<file path="src/rtl/burst_acc_pkg.sv">
// Constants shared with the random-data producer, plus the accumulator state encoding.
package burst_acc_pkg;

   localparam int unsigned RND_DATA_W    = 8;
   localparam int unsigned RND_MAX_VAL   = 5;
   localparam int unsigned RND_BURST_MIN = 3;
   localparam int unsigned RND_BURST_MAX = 5;
   localparam int unsigned RND_GAP_MIN   = 1;
   localparam int unsigned RND_GAP_MAX   = 4;

   typedef enum logic {
      IDLE = 1'b0,
      ACC  = 1'b1
   } acc_state_t;

endpackage

</file>
<file path="src/rtl/burst_acc_rec_fifo.sv">
// Synchronous record FIFO; the head output holds the last popped word while empty.
module rec_fifo #(
   parameter int unsigned W     = 28,
   parameter int unsigned DEPTH = 4
) (
   input  logic         clk,
   input  logic         rst_b,
   input  logic         push,
   input  logic         pop,
   input  logic [W-1:0] din,
   output logic [W-1:0] dout,
   output logic         full,
   output logic         empty
);

   localparam int unsigned AW = $clog2(DEPTH);

   logic [W-1:0] mem [DEPTH];
   logic [AW:0]  wr_ptr;
   logic [AW:0]  rd_ptr;
   logic [W-1:0] last;
   logic         do_push;
   logic         do_pop;

   assign empty   = (wr_ptr == rd_ptr);
   assign full    = (wr_ptr[AW] != rd_ptr[AW]) && (wr_ptr[AW-1:0] == rd_ptr[AW-1:0]);
   assign do_pop  = pop && !empty;
   // A pop in the same cycle frees the slot, so a push into a full FIFO is still accepted.
   assign do_push = push && (!full || do_pop);

   always_ff @(posedge clk) begin
      if (do_push)
         mem[wr_ptr[AW-1:0]] <= din;
   end

   always_ff @(posedge clk or negedge rst_b) begin
      if (!rst_b) begin
         wr_ptr <= '0;
         rd_ptr <= '0;
         last   <= '0;
      end else begin
         if (do_push)
            wr_ptr <= wr_ptr + 1'b1;
         if (do_pop) begin
            rd_ptr <= rd_ptr + 1'b1;
            last   <= mem[rd_ptr[AW-1:0]];
         end
      end
   end

   assign dout = empty ? last : mem[rd_ptr[AW-1:0]];

endmodule

</file>
<file path="src/rtl/burst_acc.sv">
// Summarises each contiguous val burst into {count, sum, max} and queues the records
// behind a valid/ready handshake.
module burst_acc
   import burst_acc_pkg::*;
#(
   parameter int unsigned DEPTH   = 4,
   parameter int unsigned DW      = RND_DATA_W,
   parameter int unsigned SW      = 12,
   parameter int unsigned CW      = 8,
   parameter int unsigned MAX_VAL = RND_MAX_VAL
) (
   input  logic          clk,
   input  logic          rst_b,
   input  logic          val,
   input  logic [DW-1:0] data,
   input  logic          out_rdy,
   output logic          out_val,
   output logic [CW-1:0] out_cnt,
   output logic [SW-1:0] out_sum,
   output logic [DW-1:0] out_max,
   output logic          busy,
   output logic          ovf,
   output logic          err
);

   localparam int unsigned RW = CW + SW + DW;
   localparam logic [DW-1:0] MAX_D = DW'(MAX_VAL);

   acc_state_t    state;
   logic [CW-1:0] cnt;
   logic [SW-1:0] sum;
   logic [DW-1:0] mx;

   logic [SW:0]   sum_wide;
   logic [SW-1:0] sum_sat;
   logic [CW-1:0] cnt_sat;
   logic [DW-1:0] mx_nxt;
   logic          rec_push;
   logic          rec_pop;
   logic          fifo_full;
   logic          fifo_empty;
   logic [RW-1:0] fifo_dout;

   always_comb begin
      sum_wide = {1'b0, sum} + (SW+1)'(data);
      sum_sat  = sum_wide[SW] ? '1 : sum_wide[SW-1:0];
      cnt_sat  = (cnt == '1) ? cnt : cnt + 1'b1;
      mx_nxt   = (data > mx) ? data : mx;
   end

   // The first idle sample after a burst closes it; the record is written on that edge.
   assign rec_push = (state == ACC) && !val;
   assign rec_pop  = out_rdy && !fifo_empty;

   always_ff @(posedge clk or negedge rst_b) begin
      if (!rst_b) begin
         state <= IDLE;
         cnt   <= '0;
         sum   <= '0;
         mx    <= '0;
         ovf   <= 1'b0;
         err   <= 1'b0;
      end else begin
         if (val && (data > MAX_D))
            err <= 1'b1;
         if (rec_push && fifo_full && !rec_pop)
            ovf <= 1'b1;
         case (state)
            IDLE: begin
               if (val) begin
                  cnt   <= CW'(1);
                  sum   <= SW'(data);
                  mx    <= data;
                  state <= ACC;
               end
            end
            ACC: begin
               if (val) begin
                  cnt <= cnt_sat;
                  sum <= sum_sat;
                  mx  <= mx_nxt;
               end else begin
                  state <= IDLE;
               end
            end
            default: state <= IDLE;
         endcase
      end
   end

   rec_fifo #(
      .W     (RW),
      .DEPTH (DEPTH)
   ) u_fifo (
      .clk   (clk),
      .rst_b (rst_b),
      .push  (rec_push),
      .pop   (rec_pop),
      .din   ({cnt, sum, mx}),
      .dout  (fifo_dout),
      .full  (fifo_full),
      .empty (fifo_empty)
   );

   assign out_val = !fifo_empty;
   assign busy    = (state == ACC);
   assign {out_cnt, out_sum, out_max} = fifo_dout;

endmodule

</file>
<file path="config.mk">
export PLATFORM = sky130hd
export DESIGN_NAME = burst_acc
export DESIGN_NICKNAME = d
export VERILOG_FILES = /design/src/rtl/burst_acc_pkg.sv /design/src/rtl/burst_acc_rec_fifo.sv /design/src/rtl/burst_acc.sv
export SDC_FILE = /design/constraint.sdc
export NUM_CORES = 1
export LEC_CHECK = 0
export ABC_CLOCK_PERIOD_IN_PS = 2700
export CAP_MARGIN = 20
export CELL_PAD_IN_SITES_DETAIL_PLACEMENT = 1
export CELL_PAD_IN_SITES_GLOBAL_PLACEMENT = 1
export CORE_MARGIN = 3
export CORE_UTILIZATION = 35
export DETAILED_ROUTE_END_ITERATION = 8
export PLACE_DENSITY = 0.65
export SKIP_LAST_GASP = 1
export SLEW_MARGIN = 20
export SYNTH_ARGS = -nofsm -noshare
export SYNTH_HDL_FRONTEND = slang
export SYNTH_SLANG_ARGS = --single-unit
</file>
<file path="constraint.sdc">
create_clock -name clk -period 2.7 [get_ports clk]
set_input_delay 0.54 -clock clk [delete_from_list [all_inputs] [get_ports clk]]
set_output_delay 0.54 -clock clk [all_outputs]
set_load 0.02 [all_outputs]
</file>
==> results.py, run 1 <==
metrics = {
    "run_status": {
        "outcome": "finished, violations left",
        "violations": "setup timing",
    },
    "cts": {
        "cts_buffers": 17,
        "clk_latency_ps": 420,
        "clock_sinks": 177,
        "htreeDepth": 4,
        "cts_root_buf": "clkbuf_16",
        "ctsLongestPathBuffers": 2,
        "cts.reportedPaths.clkPinSlew_ps": 70,
        "holdBufCountCts": 0,
        "cts_tree": "yes",
    },
    "worst_setup_path": {
        "end_kind": "output port",
        "critPathMostFrequentCell": "buf_12",
        "critical_path.max_fanout": 6,
        "r2r-end": "sum[10]",
        "required_ps": 2160,
        "rrSetupSlack_ps": 450,
        "r2r_start": "sum[0]",
        "cp-start-kind": "flop",
        "rr_worst_depth": 9,
        "cp_slowest_cell": "mux4_2",
        "slowest_delay_ps": 540,
        "path_cells": "buf_12, buf_12, mux4_2, mux2_4, buf_6",
        "worstSetupPathType": "flop to output port",
        "crit_arrival_ps": 2180,
        "path_buf_inv": 3,
        "cp_top_family": "multiplexers",
    },
    "routing": {
        "via_per_inst": 5.203,
        "drt-total-wl_mm": 17.78,
        "num_vias": 4558,
        "detail-route-antenna-nets": 0,
        "drc_errors": 0,
        "drt_iter0_markers": 270,
        "drtPass1Iterations": 4,
        "wl_per_cell_um": 20.30,
    },
    "sta": {
        "post-route-period-util_pct": 100.6,
        "setup_viol": 2,
        "slew_violations": 0,
        "max_freq_ghz": 0.3683,
        "hold_viol": 0,
        "setup_slack_ps": -15.27,
        "fin_tns_setup_ps": -15.99,
        "fin_skew_ps": 11.13,
        "rsz0062_at_grt": "true",
        "min_period_ps": 2715,
        "worst_pin_slew_ps": 645.5,
        "slew_headroom_pct": 56.97,
    },
    "flow_run": {
        "cap_violations": 0,
    },
    "finish": {
        "multi_input_area_um2": 2745,
        "layout_commonest_cell": "edfxtp_1",
        "final_cells": 876,
        "num_antenna_cells": 0,
        "postLayoutCoreUtil_pct": 45.50,
        "drive_gt1_share_pct": 37.27,
        "layout_common_cells": "edfxtp_1 (112), dfrtp_1 (64), buf_4 (43), mux2_2 (42)",
        "fin_area_um2": 9746,
        "nNetsFinal": 623,
        "nFillCells": 2107,
        "seq_area_um2": 4991,
        "syn2layout_area_growth_pct": 25.16,
    },
    "global_routing": {
        "grt_pass1_vias": 5155,
        "grt_usage_pct": 15.55,
        "grt_max_degree": 43,
        "overflow": 0,
        "antenna_found_initial": 0,
        "grt_pass1_wl_mm": 28.86,
    },
    "power": {
        "vdd_drop_max_v": 0.0005000,
        "clkPwrFrac_pct": 19.8,
        "switchingPower_uw": 3784,
        "leakagePower_uw": 0.003756,
        "power_density_nw_per_um2": 1183,
        "intPower_uw": 7745,
        "seq_power_share_pct": 33.9,
        "swShare_pct": 32.83,
        "p_comb_share_pct": 46.3,
    },
    "logic_synthesis": {
        "syn_avg_cell_area_um2": 16.02,
        "ys_seq_area_share_pct": 64.08,
        "ys_ff_latch": 177,
        "ys_warn_count": 0,
        "synth-async-reset-ratio_pct": 36.72,
        "synth_nets": 521,
        "synthCells": 486,
        "synth.distinct_cells": 49,
        "ys.flop_type": "edfxtp_1",
        "synth_edf_count": 112,
        "syn-cell-area_um2": 7786,
    },
    "die": {
        "rows": 53,
        "pin_count": 44,
        "die_y_um": 155.2,
        "die_w_um": 155.2,
        "initial_core_util_pct": 36.35,
        "core_area_um2": 21420,
        "dieArea_um2": 24070,
    },
    "place": {
        "io_buffers": 43,
        "place_inst": 821,
        "routabilityCongestion": 0.8367,
        "post_dp_cell_area_um2": 8825,
        "dpl.hpwl_mm": 11.23,
    },
    "min_path": {
        "hold_class": "primary input to asynchronous set/reset pin",
    },
}
-- layer usage --
layer  track usage, %  routed length (um)
met2            26.01                9104
met4            4.037                 152
met3            3.505                 540
met5                0                   0
met1            20.64                7986
-- power by group through the flow --
stage | Sequential, uW | Combinational [uW] | Clock [uW]
3_3_place_gp | 3890 | 4410 | 0
5_1_grt | 3990 | 5740 | 2480
2_1_floorplan | 3820 | 2880 | 0
6_report | 3910 | 5330 | 2290
3_5_place_dp | 3950 | 4510 | 0
4_1_cts | 3910 | 5030 | 2340
-- Yosys cell counts (all sizes together) (6+ instances only) --
cell type,instances,share of area [%]
mux2,64,9.3
clkbuf,8,0.39
buf,11,0.77
ha,22,3.5
dfrtp,65,21
mux4,28,8.1
nand2,13,0.63
inv,19,0.92
nand3,10,0.64
a21oi,18,1.2
edfxtp,112,43
a21o,6,0.58
xnor2,8,0.90
nor2,13,0.63
o21ai,21,1.3
a31oi,7,0.56
xor2,8,0.90
-- kinds of logic (layout without fill, tap and decap cells) --
group / Yosys count / after routing / share of synthesized area (%)
DFF: 177 / 177 / 64.08
xor gates and xnor gates: 16 / 16 / 1.800
muxes: 94 / 94 / 17.61
adders and majority gates: 23 / 23 / 3.792
AOI/OAI and AO/OA: 73 / 73 / 6.187
and+or+nand+nor: 65 / 65 / 4.451
buffers and inverters: 38 / 153 / 2.073
-- worst register-to-register path: stages, from the launching register on --
cell      delay, ps
dfrtp_1         430
ha_1            210
inv_1            60
fa_1            390
nand2b_1        190
a211oi_2        240
buf_4           160
nor2_1           50
o31ai_1         290
a21oi_1         110
-- registers in the layout, indices dropped and copies added, names as in the netlist, 3 cells and up --
signal and flops:
u_fifo.mem 112, u_fifo.last 28, sum 12, cnt 8, mx 8, u_fifo.rd_ptr 3, u_fifo.wr_ptr 3
-- worst max-delay path by stage --
stage	start	endpoint	slack (ps)	depth (start not counted)
after floorplan	u_fifo.rd_ptr[0]	out_sum[0]	490	4
after global placement	data[0]	sum[10]	-170	10
after detailed placement	data[0]	sum[10]	-300	10
after CTS	u_fifo.wr_ptr[2]	out_max[6]	-60	5
after global routing	u_fifo.rd_ptr[0]	out_sum[11]	-100	5
final	u_fifo.rd_ptr[0]	out_sum[11]	-20	5
-- stage by stage --
step / hold slack, ps / total power (uW) / worst slack, ps
floorplan: 244.4 / 6696 / 489.6
CTS: 161.5 / 11280 / -62.48
detailed placement: 476.1 / 8466 / -303.0
global placement: 456.0 / 8301 / -174.6
finish: 145.9 / 11530 / -15.27
global route: 176.5 / 12210 / -96.82
-- what timing repair did --
| action | 4_1_cts | 5_1_grt |
|---|---|---|
| setup endpoints to repair | 29 | 29 |
| resized for setup | 168 | 27 |
| gates cloned | 2 | 0 |
| pin swaps | 0 | 3 |
| setup buffers | 9 | 14 |
-- area by class of cell --
type / count / share of cell area, %
inverter: 19 / 0.7318
sequential: 177 / 51.21
tap: 275 / 3.531
clock buffer: 17 / 4.365
multi-input combinational: 271 / 28.17
timing repair buffer: 102 / 10.78
clock inverter: 15 / 1.207
Power figures use the tool's default switching activity.
==> run 2: changes to the inputs <==
Settings changed: SLEW_MARGIN 20 to default.
==> results of run 2 <==
The final DEF is identical to that of run 1; final timing and power are the same.
==> run 3: changes to the inputs <==
Settings changed: ABC_AREA from default to 1, PLACE_DENSITY 0.65 to 0.69.
==> run 3 against run 2 <==
Net effect: the run now ends clean; setup slack improved by 130 ps; combinational power shrank 11%; first-iteration DRC count grew 20%; clock power increased by 19%; critical path type unchanged.
==> results.py, run 3 <==
metrics = {
    "run_status": {
        "outcome": "complete, no violations",
    },
    "finish": {
        "multi_input_area_um2": 2597,
        "syn2layout_area_growth_pct": 21.00,
        "nNetsFinal": 903,
        "drive_gt1_share_pct": 11.12,
        "num_antenna_cells": 0,
        "largest_register_ffs": 112,
        "nFillCells": 2488,
        "layout_commonest_cell": "nand2_1",
        "seq_area_um2": 4992,
        "layout_common_cells": "nand2_1 (181), edfxtp_1 (112), o21ai_0 (96), inv_1 (80), nor2_1 (78)",
    },
    "logic_synthesis": {
        "synth-async-reset-ratio_pct": 36.72,
        "synthCells": 804,
        "yosys-top-cells-count": "nand2_1 (181), edfxtp_1 (112), o21ai_0 (96), nor2_1 (81), inv_1 (80)",
        "ys_warn_count": 0,
        "ys.flop_type": "edfxtp_1",
        "synth_nets": 839,
        "syn_avg_cell_area_um2": 9.972,
        "yosys.area.top_type": "edfxtp_1",
        "ys_ff_latch": 177,
        "yosysMostFrequentCell": "nand2_1",
        "synth.area.top_cells": "edfxtp_1 (42%), dfrtp_1 (20%), nand2_1 (8.5%), o21ai_0 (6.0%), nor2_1 (3.8%)",
        "synth_edf_count": 112,
        "synth.distinct_cells": 33,
        "syn-cell-area_um2": 8018,
        "synth.top_cell.area_share_pct": 41.95,
        "ys_seq_area_share_pct": 62.23,
    },
    "cts": {
        "cts_root_buf": "clkbuf_16",
        "cts.reportedPaths.clkPinSlew_ps": 70,
        "clk_latency_ps": 420,
        "cts_tree": "yes",
        "htreeDepth": 4,
        "clock_sinks": 177,
        "ctsLongestPathBuffers": 2,
        "holdBufCountCts": 0,
        "cts_buffers": 17,
    },
    "sta": {
        "hold_viol": 0,
        "slew_violations": 0,
        "setup_slack_ps": 110.4,
        "fin_skew_ps": 14.26,
        "worst_pin_slew_ps": 484.1,
        "slew_headroom_pct": 67.68,
        "rsz0062_at_grt": "true",
        "min_period_ps": 2590,
        "post-route-period-util_pct": 95.91,
        "fin_tns_setup_ps": 0,
        "setup_viol": 0,
        "max_freq_ghz": 0.3862,
    },
    "routing": {
        "drt_iter0_markers": 324,
        "drc_errors": 0,
        "wl_per_cell_um": 17.01,
        "num_vias": 5722,
        "drtPass1Iterations": 4,
        "detail-route-antenna-nets": 0,
        "via_per_inst": 4.929,
        "drt-total-wl_mm": 19.75,
    },
    "worst_setup_path": {
        "rrSetupSlack_ps": 520,
        "rr_worst_depth": 11,
        "r2r_start": "sum[0]",
        "critical_path.max_fanout": 15,
        "crit_arrival_ps": 2050,
        "path_cells": "inv_2, buf_4, o21ai_0, o22ai_2, nand2_1, o21ai_1, dlygate4sd2_1",
        "crit_cells": 7,
        "r2r-end": "sum[0]",
        "end_kind": "output port",
        "cp_top_family": "buffers and inverters",
        "path_buf_inv": 3,
        "worstSetupPathType": "flop to output port",
        "required_ps": 2160,
        "cp-start-kind": "flop",
        "slowest_delay_ps": 470,
        "cp_slowest_cell": "dfrtp_2",
    },
    "place": {
        "io_buffers": 43,
        "routabilityCongestion": 0.8034,
        "dp_slack_ps": -47.06,
        "dpl.hpwl_mm": 13.13,
    },
    "die": {
        "pin_count": 44,
        "die_y_um": 157.4,
        "die_w_um": 157.4,
        "core_area_um2": 22160,
        "dieArea_um2": 24760,
        "initial_core_util_pct": 36.18,
        "rows": 54,
    },
    "power": {
        "seq_power_share_pct": 33.9,
        "clkPwrFrac_pct": 24.1,
        "leakagePower_uw": 0.004097,
        "power_density_nw_per_um2": 1165,
        "p_comb_share_pct": 42.0,
        "vdd_drop_max_v": 0.0005198,
        "intPower_uw": 6958,
        "switchingPower_uw": 4348,
        "swShare_pct": 38.46,
    },
    "flow_run": {
        "cap_violations": 0,
    },
    "min_path": {
        "hold_class": "primary input to asynchronous set/reset pin",
    },
    "global_routing": {
        "grt_pass1_wl_mm": 32.01,
        "antenna_found_initial": 0,
        "grt_pass1_vias": 5950,
        "grt_max_degree": 66,
        "grt_usage_pct": 16.64,
        "overflow": 0,
    },
}
-- run 3: changes by cell type after synthesis, sizes merged, moves of 28 or more --
cell / delta
nand2: +171
mux2: -64
inv: +63
mux4: -28
nor2: +69
o21ai: +103
-- run 3: layout make-up --
class	instances	area share [%]
clock inverters	13	2.128
flip-flops and latches	177	51.46
multi-input cells	510	26.77
inverters	82	3.173
repair buffers	80	8.189
clock buffers	19	4.669
well taps	280	3.611
-- run 3: stage by stage --
step / instances / hold WS (ps) / util [%] / instance area (um2) / power [uW]
2_1_floorplan: 804 / 244.4 / - / 8018 / 6773
5_1_grt: 1161 / 147.3 / 43.78 / 9702 / 12120
4_1_cts: 1161 / 139.7 / 43.66 / 9676 / 11400
3_3_place_gp: 1129 / 478.0 / 40.66 / 9010 / 8772
3_5_place_dp: 1129 / 471.4 / 40.66 / 9010 / 8909
6_report: 1161 / 138.5 / 43.78 / 9702 / 11310
-- run 3: worst max path at each step --
stage                  endpoint        startpoint  slack (ps)
3_5_place_dp             sum[0]           data[0]         -50
6_report             out_cnt[0]  u_fifo.rd_ptr[0]         110
4_1_cts              out_max[6]  u_fifo.rd_ptr[0]        -250
3_3_place_gp             sum[3]           data[0]          60
5_1_grt              out_cnt[0]  u_fifo.rd_ptr[0]          -7
2_1_floorplan  u_fifo.mem[0][0]               val         100
-- run 3: power by group through the flow --
stage               Combinational [uW]  Clock (uW)  Sequential (uW)
finish                            4750        2720             3830
floorplan                         3010           0             3760
global route                      5340        2890             3890
global placement                  4930           0             3840
detailed placement                5040           0             3870
CTS                               4790        2780             3830
-- run 3: timing repair --
item,in CTS,in global routing
gates cloned,0,0
endpoints found under the setup margin,28,23
pin swaps,0,0
resized for setup,35,33
endpoints found under the hold margin,0,0
buffers inserted,0,0
-- run 3: logic make-up (layout without fill, tap and decap cells) --
logic type      after synthesis  count (layout)  synth area share (%)
flops                       177             177                 62.23
compound gates              176             176                 11.66
buf+inv                     117             194                 6.258
fa+ha+maj                    23              23                 3.683
simple gates                299             299                 14.86
xor+xnor                     12              12                 1.311
-- run 3: routing by layer --
metal	vias up	part of all wire [%]	GRT usage, %
li1	2830	-	-
met1	2800	47	23.06
met2	77	48	27.29
met3	15	3.6	2.887
met4	0	1.0	4.256
met5	-	0	0
